$ cat src/rtl/vm_pkg.sv
// Shared constants and types for the vending machine credit/return path.
// This file holds the coin table, the price table, the controller state enum and a table sanity check.
package vm_pkg;

  localparam int NUM_COINS = 3;
  localparam int NUM_ITEMS = 4;

  // Index 0 is the smallest denomination; the greedy return relies on ascending order.
  localparam int COIN_VALUE [NUM_COINS] = '{100, 500, 1000};
  localparam int ITEM_PRICE [NUM_ITEMS] = '{400, 500, 1000, 2000};

  typedef enum logic [1:0] {
    IDLE   = 2'd0,
    HOLD   = 2'd1,
    RETURN = 2'd2
  } vm_state_e;

  // Every value must be a multiple of the smallest coin, or change return could strand credit.
  function automatic bit tables_ok();
    bit ok;
    ok = (COIN_VALUE[0] > 0);
    for (int i = 0; i < NUM_COINS; i++) begin
      if ((COIN_VALUE[i] % COIN_VALUE[0]) != 0) ok = 1'b0;
    end
    for (int i = 1; i < NUM_COINS; i++) begin
      if (COIN_VALUE[i] <= COIN_VALUE[i-1]) ok = 1'b0;
    end
    for (int i = 0; i < NUM_ITEMS; i++) begin
      if ((ITEM_PRICE[i] % COIN_VALUE[0]) != 0 || ITEM_PRICE[i] <= 0) ok = 1'b0;
    end
    return ok;
  endfunction

endpackage

$ cat src/rtl/vm_wait_timer.sv
// Reloadable inactivity down-counter: load wins, otherwise counts down to zero while enabled.
module vm_wait_timer #(
  parameter int WAIT_CYCLES = 100,
  parameter int CNT_W       = $clog2(WAIT_CYCLES + 1)
) (
  input  logic             clk,
  input  logic             reset_n,
  input  logic             i_load,
  input  logic             i_enable,
  output logic [CNT_W-1:0] o_count,
  output logic             o_zero
);

  logic [CNT_W-1:0] count_d, count_q;

  assign o_zero  = (count_q == '0);
  assign o_count = count_q;

  // NOTE: every variable driven from always_comb gets a default first, so no path can infer a latch.
  always_comb begin
    count_d = count_q;
    if (i_load) begin
      count_d = CNT_W'(WAIT_CYCLES);
    end else if (i_enable && !o_zero) begin
      count_d = count_q - 1'b1;
    end
  end

  // NOTE: state registers use non-blocking assignments so all flops update from pre-edge values.
  always_ff @(posedge clk) begin
    if (!reset_n) begin
      count_q <= '0;
    end else begin
      count_q <= count_d;
    end
  end

endmodule

$ cat src/rtl/vm_credit_return_ctrl.sv
// Credit accumulation, purchase granting, inactivity timeout and greedy change return.
module vm_credit_return_ctrl
  import vm_pkg::*;
#(
  parameter int WAIT_CYCLES = 100,
  parameter int CREDIT_W    = 16
) (
  input  logic                 clk,
  input  logic                 reset_n,
  input  logic [NUM_COINS-1:0] i_input_coin,
  input  logic [NUM_ITEMS-1:0] i_select_item,
  input  logic                 i_trigger_return,
  output logic [NUM_ITEMS-1:0] o_available_item,
  output logic [NUM_ITEMS-1:0] o_output_item,
  output logic [NUM_COINS-1:0] o_return_coin,
  output logic                 o_reject,
  output logic [CREDIT_W-1:0]  o_credit,
  output logic [31:0]          o_wait_time
);

  localparam int SUM_W   = CREDIT_W + 1;
  localparam int TIMER_W = $clog2(WAIT_CYCLES + 1);
  localparam logic [SUM_W-1:0] CREDIT_MAX = {1'b0, {CREDIT_W{1'b1}}};

  if (!tables_ok()) begin : g_bad_tables
    $fatal(1, "vm_pkg coin/price tables are inconsistent");
  end

  vm_state_e              state_d, state_q;
  logic [CREDIT_W-1:0]    credit_d, credit_q;
  logic [NUM_ITEMS-1:0]   output_item_d, output_item_q;
  logic [NUM_COINS-1:0]   return_coin_d, return_coin_q;
  logic                   reject_d, reject_q;

  logic [SUM_W-1:0]       deposit, credit_sum, sel_price;
  logic [CREDIT_W-1:0]    credit_dep, ret_value;
  logic [NUM_ITEMS-1:0]   sel_onehot;
  logic [NUM_COINS-1:0]   ret_onehot;
  logic                   coin_any, deposit_ok;
  logic                   timer_load, timer_enable, timer_zero, timer_expire;
  logic [TIMER_W-1:0]     timer_count;

  vm_wait_timer #(
    .WAIT_CYCLES (WAIT_CYCLES),
    .CNT_W       (TIMER_W)
  ) u_wait_timer (
    .clk      (clk),
    .reset_n  (reset_n),
    .i_load   (timer_load),
    .i_enable (timer_enable),
    .o_count  (timer_count),
    .o_zero   (timer_zero)
  );

  // Deposit value, overflow test and lowest-index item selection.
  always_comb begin
    deposit = '0;
    for (int i = 0; i < NUM_COINS; i++) begin
      if (i_input_coin[i]) deposit = deposit + SUM_W'(COIN_VALUE[i]);
    end
    coin_any   = |i_input_coin;
    credit_sum = {1'b0, credit_q} + deposit;
    deposit_ok = coin_any && (credit_sum <= CREDIT_MAX);
    credit_dep = deposit_ok ? credit_sum[CREDIT_W-1:0] : credit_q;

    sel_onehot = i_select_item & (~i_select_item + 1'b1);
    sel_price  = '0;
    for (int i = 0; i < NUM_ITEMS; i++) begin
      if (sel_onehot[i]) sel_price = SUM_W'(ITEM_PRICE[i]);
    end
  end

  // Greedy change: the last fitting coin in ascending order is the largest.
  // If nothing fits, ret_value equals the credit so the drain still ends at zero.
  always_comb begin
    ret_onehot = '0;
    ret_value  = credit_q;
    for (int i = 0; i < NUM_COINS; i++) begin
      if (SUM_W'(COIN_VALUE[i]) <= {1'b0, credit_q}) begin
        ret_onehot    = '0;
        ret_onehot[i] = 1'b1;
        ret_value     = CREDIT_W'(COIN_VALUE[i]);
      end
    end
  end

  assign timer_load   = (state_q != RETURN) && (deposit_ok || (|i_select_item));
  assign timer_enable = (state_q == HOLD);
  // Expire on the cycle the counter would step from 1 to 0.
  assign timer_expire = timer_enable && !timer_load &&
                        (timer_zero || timer_count == TIMER_W'(1));

  always_comb begin
    state_d       = state_q;
    credit_d      = credit_q;
    output_item_d = '0;
    return_coin_d = '0;
    reject_d      = 1'b0;
    case (state_q)
      IDLE, HOLD: begin
        reject_d = coin_any && !deposit_ok;
        credit_d = credit_dep;
        if ((state_q == HOLD || deposit_ok) && (|sel_onehot) &&
            ({1'b0, credit_dep} >= sel_price)) begin
          output_item_d = sel_onehot;
          credit_d      = credit_dep - sel_price[CREDIT_W-1:0];
        end
        if (credit_d == '0) begin
          state_d = IDLE;
        end else if (i_trigger_return || timer_expire) begin
          state_d = RETURN;
        end else begin
          state_d = HOLD;
        end
      end
      RETURN: begin
        reject_d      = coin_any;
        return_coin_d = ret_onehot;
        credit_d      = credit_q - ret_value;
        if (credit_d == '0) state_d = IDLE;
      end
      default: begin
        state_d  = IDLE;
        credit_d = '0;
      end
    endcase
  end

  always_ff @(posedge clk) begin
    if (!reset_n) begin
      state_q       <= IDLE;
      credit_q      <= '0;
      output_item_q <= '0;
      return_coin_q <= '0;
      reject_q      <= 1'b0;
    end else begin
      state_q       <= state_d;
      credit_q      <= credit_d;
      output_item_q <= output_item_d;
      return_coin_q <= return_coin_d;
      reject_q      <= reject_d;
    end
  end

  always_comb begin
    o_available_item = '0;
    for (int i = 0; i < NUM_ITEMS; i++) begin
      o_available_item[i] = (state_q != RETURN) &&
                            ({1'b0, credit_q} >= SUM_W'(ITEM_PRICE[i]));
    end
  end

  assign o_output_item = output_item_q;
  assign o_return_coin = return_coin_q;
  assign o_reject      = reject_q;
  assign o_credit      = credit_q;
  assign o_wait_time   = (state_q == HOLD) ? 32'(timer_count) : 32'd0;

endmodule
$ cat config.mk
export PLATFORM = sky130hd
export DESIGN_NAME = vm_credit_return_ctrl
export DESIGN_NICKNAME = d
export VERILOG_FILES = /design/src/rtl/vm_pkg.sv /design/src/rtl/vm_wait_timer.sv /design/src/rtl/vm_credit_return_ctrl.sv
export SDC_FILE = /design/constraint.sdc
export NUM_CORES = 1
export LEC_CHECK = 0
export ABC_AREA = 1
export CORE_UTILIZATION = 35
export DETAILED_ROUTE_END_ITERATION = 8
export SKIP_CTS_REPAIR_TIMING = 1
export SLEW_MARGIN = 20
export SYNTH_ARGS = -nofsm -noshare
export SYNTH_HDL_FRONTEND = slang
export SYNTH_SLANG_ARGS = --single-unit
$ cat constraint.sdc
create_clock -name clk -period 6.75 [get_ports clk]
set_clock_uncertainty 0.2 [all_clocks]
set_input_delay 1.35 -clock clk [delete_from_list [all_inputs] [get_ports clk]]
set_output_delay 1.35 -clock clk [all_outputs]
set_load 0.005 [all_outputs]
Yosys cells after proc, flatten, opt, wreduce, memory -nomap -nowiden
Cells that the tools add are included.
{"block": "totals", "regBits": 33, "inputBits": 10, "out_inout_bits": 60, "elab_cells": 92}
{"block": "op_classes", "addsub": 7, "order_cmp": 9, "eq_ne": 5, "mux": 25, "n_bitwise": 4, "n_reduce_logical": 33}
{"operator": "2-to-1 mux 16 bit", "n": 6}
{"operator": "2-to-1 mux 17 bit", "n": 5}
{"operator": "greater-or-equal comparator 16 x 9 -> 1 bit, second input constant", "n": 2}
{"operator": "logical NOT 16 bit", "n": 2}
{"operator": "one-hot mux 16 bit (2 select lines)", "n": 1}
{"operator": "subtractor 16 bit", "n": 2}
{"operator": "2-to-1 mux 7 bit", "n": 4}
{"operator": "adder 16 x 17 -> 17 bit", "n": 1}
{"operator": "adder 17 x 10 -> 17 bit, second input constant", "n": 1}
{"operator": "adder 17 x 9 -> 17 bit, second input constant", "n": 1}
{"operator": "greater-or-equal comparator 16 x 17 -> 1 bit", "n": 1}
{"operator": "<= comparator 17 x 16 -> 1 bit, second input constant", "n": 1}
{"operator": "greater-or-equal comparator 16 x 10 -> 1 bit, second input constant", "n": 1}
{"operator": "greater-or-equal comparator 16 x 11 -> 1 bit, second input constant", "n": 1}
{"operator": "<= comparator 10 x 16 -> 1 bit, first input constant", "n": 1}
{"operator": "<= comparator 7 x 16 -> 1 bit, first input constant", "n": 1}
{"operator": "<= comparator 9 x 16 -> 1 bit, first input constant", "n": 1}
{"operator": "logical AND 1 bit", "n": 12}
{"operator": "OR reduction 4 bit", "n": 3}
{"operator": "2-to-1 mux 9 bit", "n": 1}
{"operator": "== test 7 x 1 -> 1 bit, second input constant", "n": 1}
{"operator": "logical NOT 7 bit", "n": 1}
{"operator": "subtractor 7 x 1 -> 7 bit, second input constant", "n": 1}
{"operator": "2-to-1 mux 2 bit", "n": 3}
{"operator": "other kinds (19)", "n": 29}

Depth between registers and ports, before layout
{"block": "logic_depth", "depth_word": 17, "ltp_mapped": 34}

Cells and area by module
A second synthesis with hierarchy kept.
{"block": "hier_totals", "cells_unflattened": 691, "hier_area_um2": 4319.1}
{"mod": "vm_credit_return_ctrl", "instances": 1, "cells_per_inst": 628, "area_per_inst_um2": 3870.0, "seq_area_each_um2": 520.5}
{"mod": "vm_wait_timer", "instances": 1, "cells_per_inst": 63, "area_per_inst_um2": 449.2, "seq_area_each_um2": 140.1}

Worst setup path before layout
Ideal clock, no wire load.
{"block": "synth_timing", "path_kind": "input port to flip-flop", "from": "input port i_input_coin[0]", "to": "register state_q[1]", "setup_time_ns": 0.121, "t_arrival_ns": 5.171, "required_ns": 6.429, "path_slack_ns": 1.257, "path_stages": 31, "n_path_buf": 1, "cell_sequence": "inv_1 ha_1 nand2_1 xnor2_1 ha_1 nand2_1 nor2_4 inv_2 nor2_2 nand2_2 nand3_4 buf_1 mux2i_1 ha_1 inv_1 fa_1 inv_1 nor3_1 nor2_1 o21ai_0 a21oi_1 nand3_1 xor2_1 nand2_1 nand2_1 nor2_1 nand2_1 nor2_1 nand2_1 nand2_1 a21oi_1"}
{"block": "synth_via", "elab_chain_len": 17, "elab_cells_between_ends": 27}
{"element": "start: declaration", "line_no": "vm_credit_return_ctrl.sv:10", "rtl": "input logic [NUM_COINS-1:0] i_input_coin,"}
{"element": "parallel branches: the longest is 15 deep, another holds adder 17 x 9 -> 17 bit"}
{"element": "2-to-1 mux 2 bit (*)", "line_no": "vm_credit_return_ctrl.sv:108", "rtl": "if (credit_d == '0) begin"}
{"element": "one-hot mux 2 bit (2 select lines) (*)", "line_no": "vm_credit_return_ctrl.sv:99", "rtl": "case (state_q)"}
{"element": "end signal: assignment", "line_no": "vm_credit_return_ctrl.sv:137", "rtl": "state_q <= state_d;"}
{"element": "end: declaration", "line_no": "vm_credit_return_ctrl.sv:29", "rtl": "vm_state_e state_d, state_q;"}
Every way passes the cells marked *. The select of a mux whose other input is x is not followed.
A chain may end at the register's enable or synchronous reset.

Worst setup path after layout
{"block": "layout_timing", "from": "input port i_input_coin[1]", "to": "register state_q[1]"}
{"block": "layout_via", "elab_chain_len": 15, "elab_cells_between_ends": 25}
{"element": "parallel branches: the longest is 13 deep, another holds adder 17 x 10 -> 17 bit"}
{"element": "2-to-1 mux 2 bit (*)", "line_no": "vm_credit_return_ctrl.sv:108"}
{"element": "one-hot mux 2 bit (2 select lines) (*)", "line_no": "vm_credit_return_ctrl.sv:99"}
Marks and branches as above.

==> impl_summary.log <==
INFO  metric path_clk_slew = 0.05 ns
INFO  metric tritoncts = done
INFO  metric die_h = 110 microns
INFO  metric cts.root.buffer_cell = sky130_fd_sc_hd__clkbuf_16
INFO  metric cp_common_cell = sky130_fd_sc_hd__nand2_1
INFO  metric synth_area_leaders = sky130_fd_sc_hd__dfxtp_1 16%, sky130_fd_sc_hd__nand2_1 15%, sky130_fd_sc_hd__ha_1 12%
INFO  metric crit_path_max_incr_delay = 0.51 ns
INFO  metric grt_pass1_vias = 3929
INFO  metric grt_first_pass_wirelength = 19.1 mm
INFO  metric synth_area = 0.00408 sq mm
INFO  metric drt-initial-drc-count = 212
INFO  metric drt-vias-per-instance = 5.00
INFO  metric timing.critical_path.required = 6.71 ns
INFO  metric initial_core_util = 0.359
INFO  metric crit_path_top_delay_cell = sky130_fd_sc_hd__clkdlybuf4s50_1
INFO  metric outcome = finished, final reports clean
INFO  metric utilization = 0.420
INFO  metric final.setup.tns = 0 ns
INFO  metric grt_start_max_net_pins = 20
INFO  metric drc_errors = 0
INFO  metric leakagePower = 2.31 nW
INFO  metric power-per-cell-area = 438 mW/mm^2
INFO  metric ys_ff_latch = 33
INFO  metric dp_hpwl = 9.91 mm
INFO  metric maxCapViolCount = 0
INFO  metric die_x = 110 microns
INFO  metric maxClockFrequency = 160 MHz
INFO  metric site_rows = 39
INFO  metric worst_pin_slew = 0.794 ns
INFO  metric first_pass_iters = 4
INFO  metric setup_viol = 0
INFO  metric cts_num_sinks = 33
INFO  metric num-fill-cells = 1244
INFO  metric clk-insertion-delay-late = 0.28 ns
INFO  metric timing.slew.headroom = 0.468
INFO  metric final_hold_violation_count = 0
INFO  metric drive_above_1_share = 0.0497
INFO  metric setup.worst_path.start_class = primary input
INFO  metric gp_routability_congestion = 0.936
INFO  metric area_delta_synth_final = 17.0%
INFO  metric ys_types = 50
INFO  metric smallest_setup_slack_after_layout = 0.490 ns
INFO  metric synth.top_cell.area_share = 0.162
INFO  metric ys_seq_area_frac = 0.162
INFO  metric final_max_slew_viols = 0
INFO  metric vias = 4231
INFO  metric clk_path_buf_depth = 2
INFO  metric floorplan.io_pins = 70
INFO  metric mostFrequentLayoutCells = 159 x sky130_fd_sc_hd__nand2_1, 84 x sky130_fd_sc_hd__inv_1, 65 x sky130_fd_sc_hd__nor2_1
INFO  metric wire_per_inst = 14.1 microns
INFO  metric cts.htree.levels = 2
INFO  metric hold_path.class = reg -> reg
INFO  metric syn-instance-count = 653
INFO  metric final.period_utilization = 0.927
INFO  metric finish.net_count = 755
INFO  metric critical_path_peak_fanout = 19
INFO  metric globalRoute.totalOverflow = 0
INFO  metric layout_commonest_cell = sky130_fd_sc_hd__nand2_1
INFO  metric timing.critical_path.max_delay_family = simple AND/OR/NAND/NOR gates
INFO  metric port_buffers = 44
INFO  metric antenna_violations_before_repair = 0
INFO  metric postSynthAreaPerCell = 6.25 sq um
INFO  metric post-layout-total-power = 2.09 mW
INFO  metric wirelength = 11.9 mm
INFO  metric dominant_cell_type_by_area_after_synthesis = sky130_fd_sc_hd__dfxtp_1
INFO  metric min_period = 6.26 ns
INFO  metric antenna_cells = 0
INFO  metric ant_nets = 0
INFO  metric crit_path_end_kind = flip-flop
INFO  metric synthesis.yosys.warnings = 0
INFO  metric core_area = 0.0114 sq mm
INFO  metric path_buf_inv = 2
INFO  metric post-place-ws = 0.180 ns
INFO  metric cp.arrival = 6.21 ns
INFO  metric cts_inserted_buffers = 5
INFO  metric die-area = 0.0121 sq mm
INFO  metric setup_repair_after_global_routing_missed_its_margin = false
INFO  metric ir_drop_worst_case_vdd = 0.000201 V
INFO  metric groute.usage.overall = 0.205
INFO  metric timing.setup.critical_path_class = in -> reg
==> worst reg2reg max path: stages, from the launching register on <==
cell and delay, ns:
sky130_fd_sc_hd__dfxtp_1 0.43, sky130_fd_sc_hd__ha_1 0.31, sky130_fd_sc_hd__fa_1 0.41, sky130_fd_sc_hd__nand2_1 0.11, sky130_fd_sc_hd__nand2_1 0.08, sky130_fd_sc_hd__nand3_2 0.07
sky130_fd_sc_hd__nand2_2 0.07, sky130_fd_sc_hd__nand2_2 0.09, sky130_fd_sc_hd__nand3_4 0.19, sky130_fd_sc_hd__o21ai_0 0.42, sky130_fd_sc_hd__ha_1 0.36, sky130_fd_sc_hd__a21o_1 0.20
sky130_fd_sc_hd__o21bai_1 0.16, sky130_fd_sc_hd__nand2_1 0.08, sky130_fd_sc_hd__nand3_1 0.15, sky130_fd_sc_hd__nor2_4 0.18, sky130_fd_sc_hd__nand3_2 0.09, sky130_fd_sc_hd__nand2_2 0.22
sky130_fd_sc_hd__nand2_4 0.17, sky130_fd_sc_hd__o21ai_1 0.27, sky130_fd_sc_hd__nand3_1 0.11, sky130_fd_sc_hd__nor2_1 0.11, sky130_fd_sc_hd__nand2_1 0.07, sky130_fd_sc_hd__nand2_1 0.06
sky130_fd_sc_hd__a21oi_1 0.05
==> through the flow <==
step / hold slack [ns] / area [sq um] / instances
detailed placement: 0.288 / 4600 / 839
global placement: 0.275 / 4600 / 839
CTS: 0.295 / 4770 / 847
finish: 0.299 / 4770 / 847
global route: 0.328 / 4770 / 847
floorplan: 0.263 / 4190 / 681
==> cell families after synthesis <==
| logic type | share of synthesized area |
|---|---|
| adders and majority gates | 0.134 |
| xor gates and xnor gates | 0.0812 |
| buffers and inverters | 0.138 |
| AOI/OAI and AO/OA | 0.143 |
| and+or+nand+nor | 0.337 |
| DFF | 0.162 |
| muxes | 0.00245 |
| other | 0.00184 |
==> power by group <==
group	internal, mW	total [mW]	switching (mW)
sequential	0.234	0.316	0.0828
clock	0.184	0.267	0.0829
combinational	0.570	1.51	0.936
==> final timing paths <==
kind	from	endpoint	slack (ns)	cells past startpoint
max	i_input_coin[1]	state_q[1]	0.49	27
min reg2reg	u_wait_timer.o_count[0]	u_wait_timer.o_count[0]	0.30	2
min	u_wait_timer.o_count[0]	u_wait_timer.o_count[0]	0.30	2
max reg2reg	o_credit[2]	state_q[1]	1.97	24
==> final cells by class <==
type                    instances  area [sq um]  area share
inverters                      89           337      0.0705
well taps                     143           179      0.0375
flip-flops and latches         33           661       0.138
clock buffers                   7           143      0.0299
clock inverters                 1          30.0     0.00629
multi-input cells             527          2960       0.620
repair buffers                 47           463      0.0970
==> layer usage <==
metal | routed length (microns) | vias to the layer above | GRT usage
li1 | - | 2161 | -
met1 | 5530 | 1944 | 0.270
met2 | 5560 | 107 | 0.350
met3 | 603 | 19 | 0.0294
met4 | 212 | 0 | 0.0533
met5 | 0 | - | 0
==> cell usage after synthesis (all sizes together) <==
library cell / number
xnor2: 9
a21o: 8
o31ai: 1
nand2: 168
xor2: 28
nand3: 49
o21ai: 37
a21oi: 40
a211oi: 2
or2: 3
nor2: 69
a31oi: 3
a21boi: 2
o21a: 1
mux2i: 1
nand4: 7
and2: 1
o211ai: 1
clkinv: 1
buf: 31
nor4b: 1
nand3b: 1
nor3: 10
fa: 3
ha: 39
a32o: 1
dfxtp: 33
nor3b: 1
a31o: 1
nor4: 3
inv: 88
clkbuf: 1
o22ai: 5
conb: 2
o21bai: 1
o31a: 1
==> registers in the layout, summed over array words and instances, names as in the netlist <==
register              count
o_return_coin             3
o_credit                 16
state_q                   2
o_reject                  1
u_wait_timer.o_count      7
o_output_item             4
(Power assumes the default switching activity.)
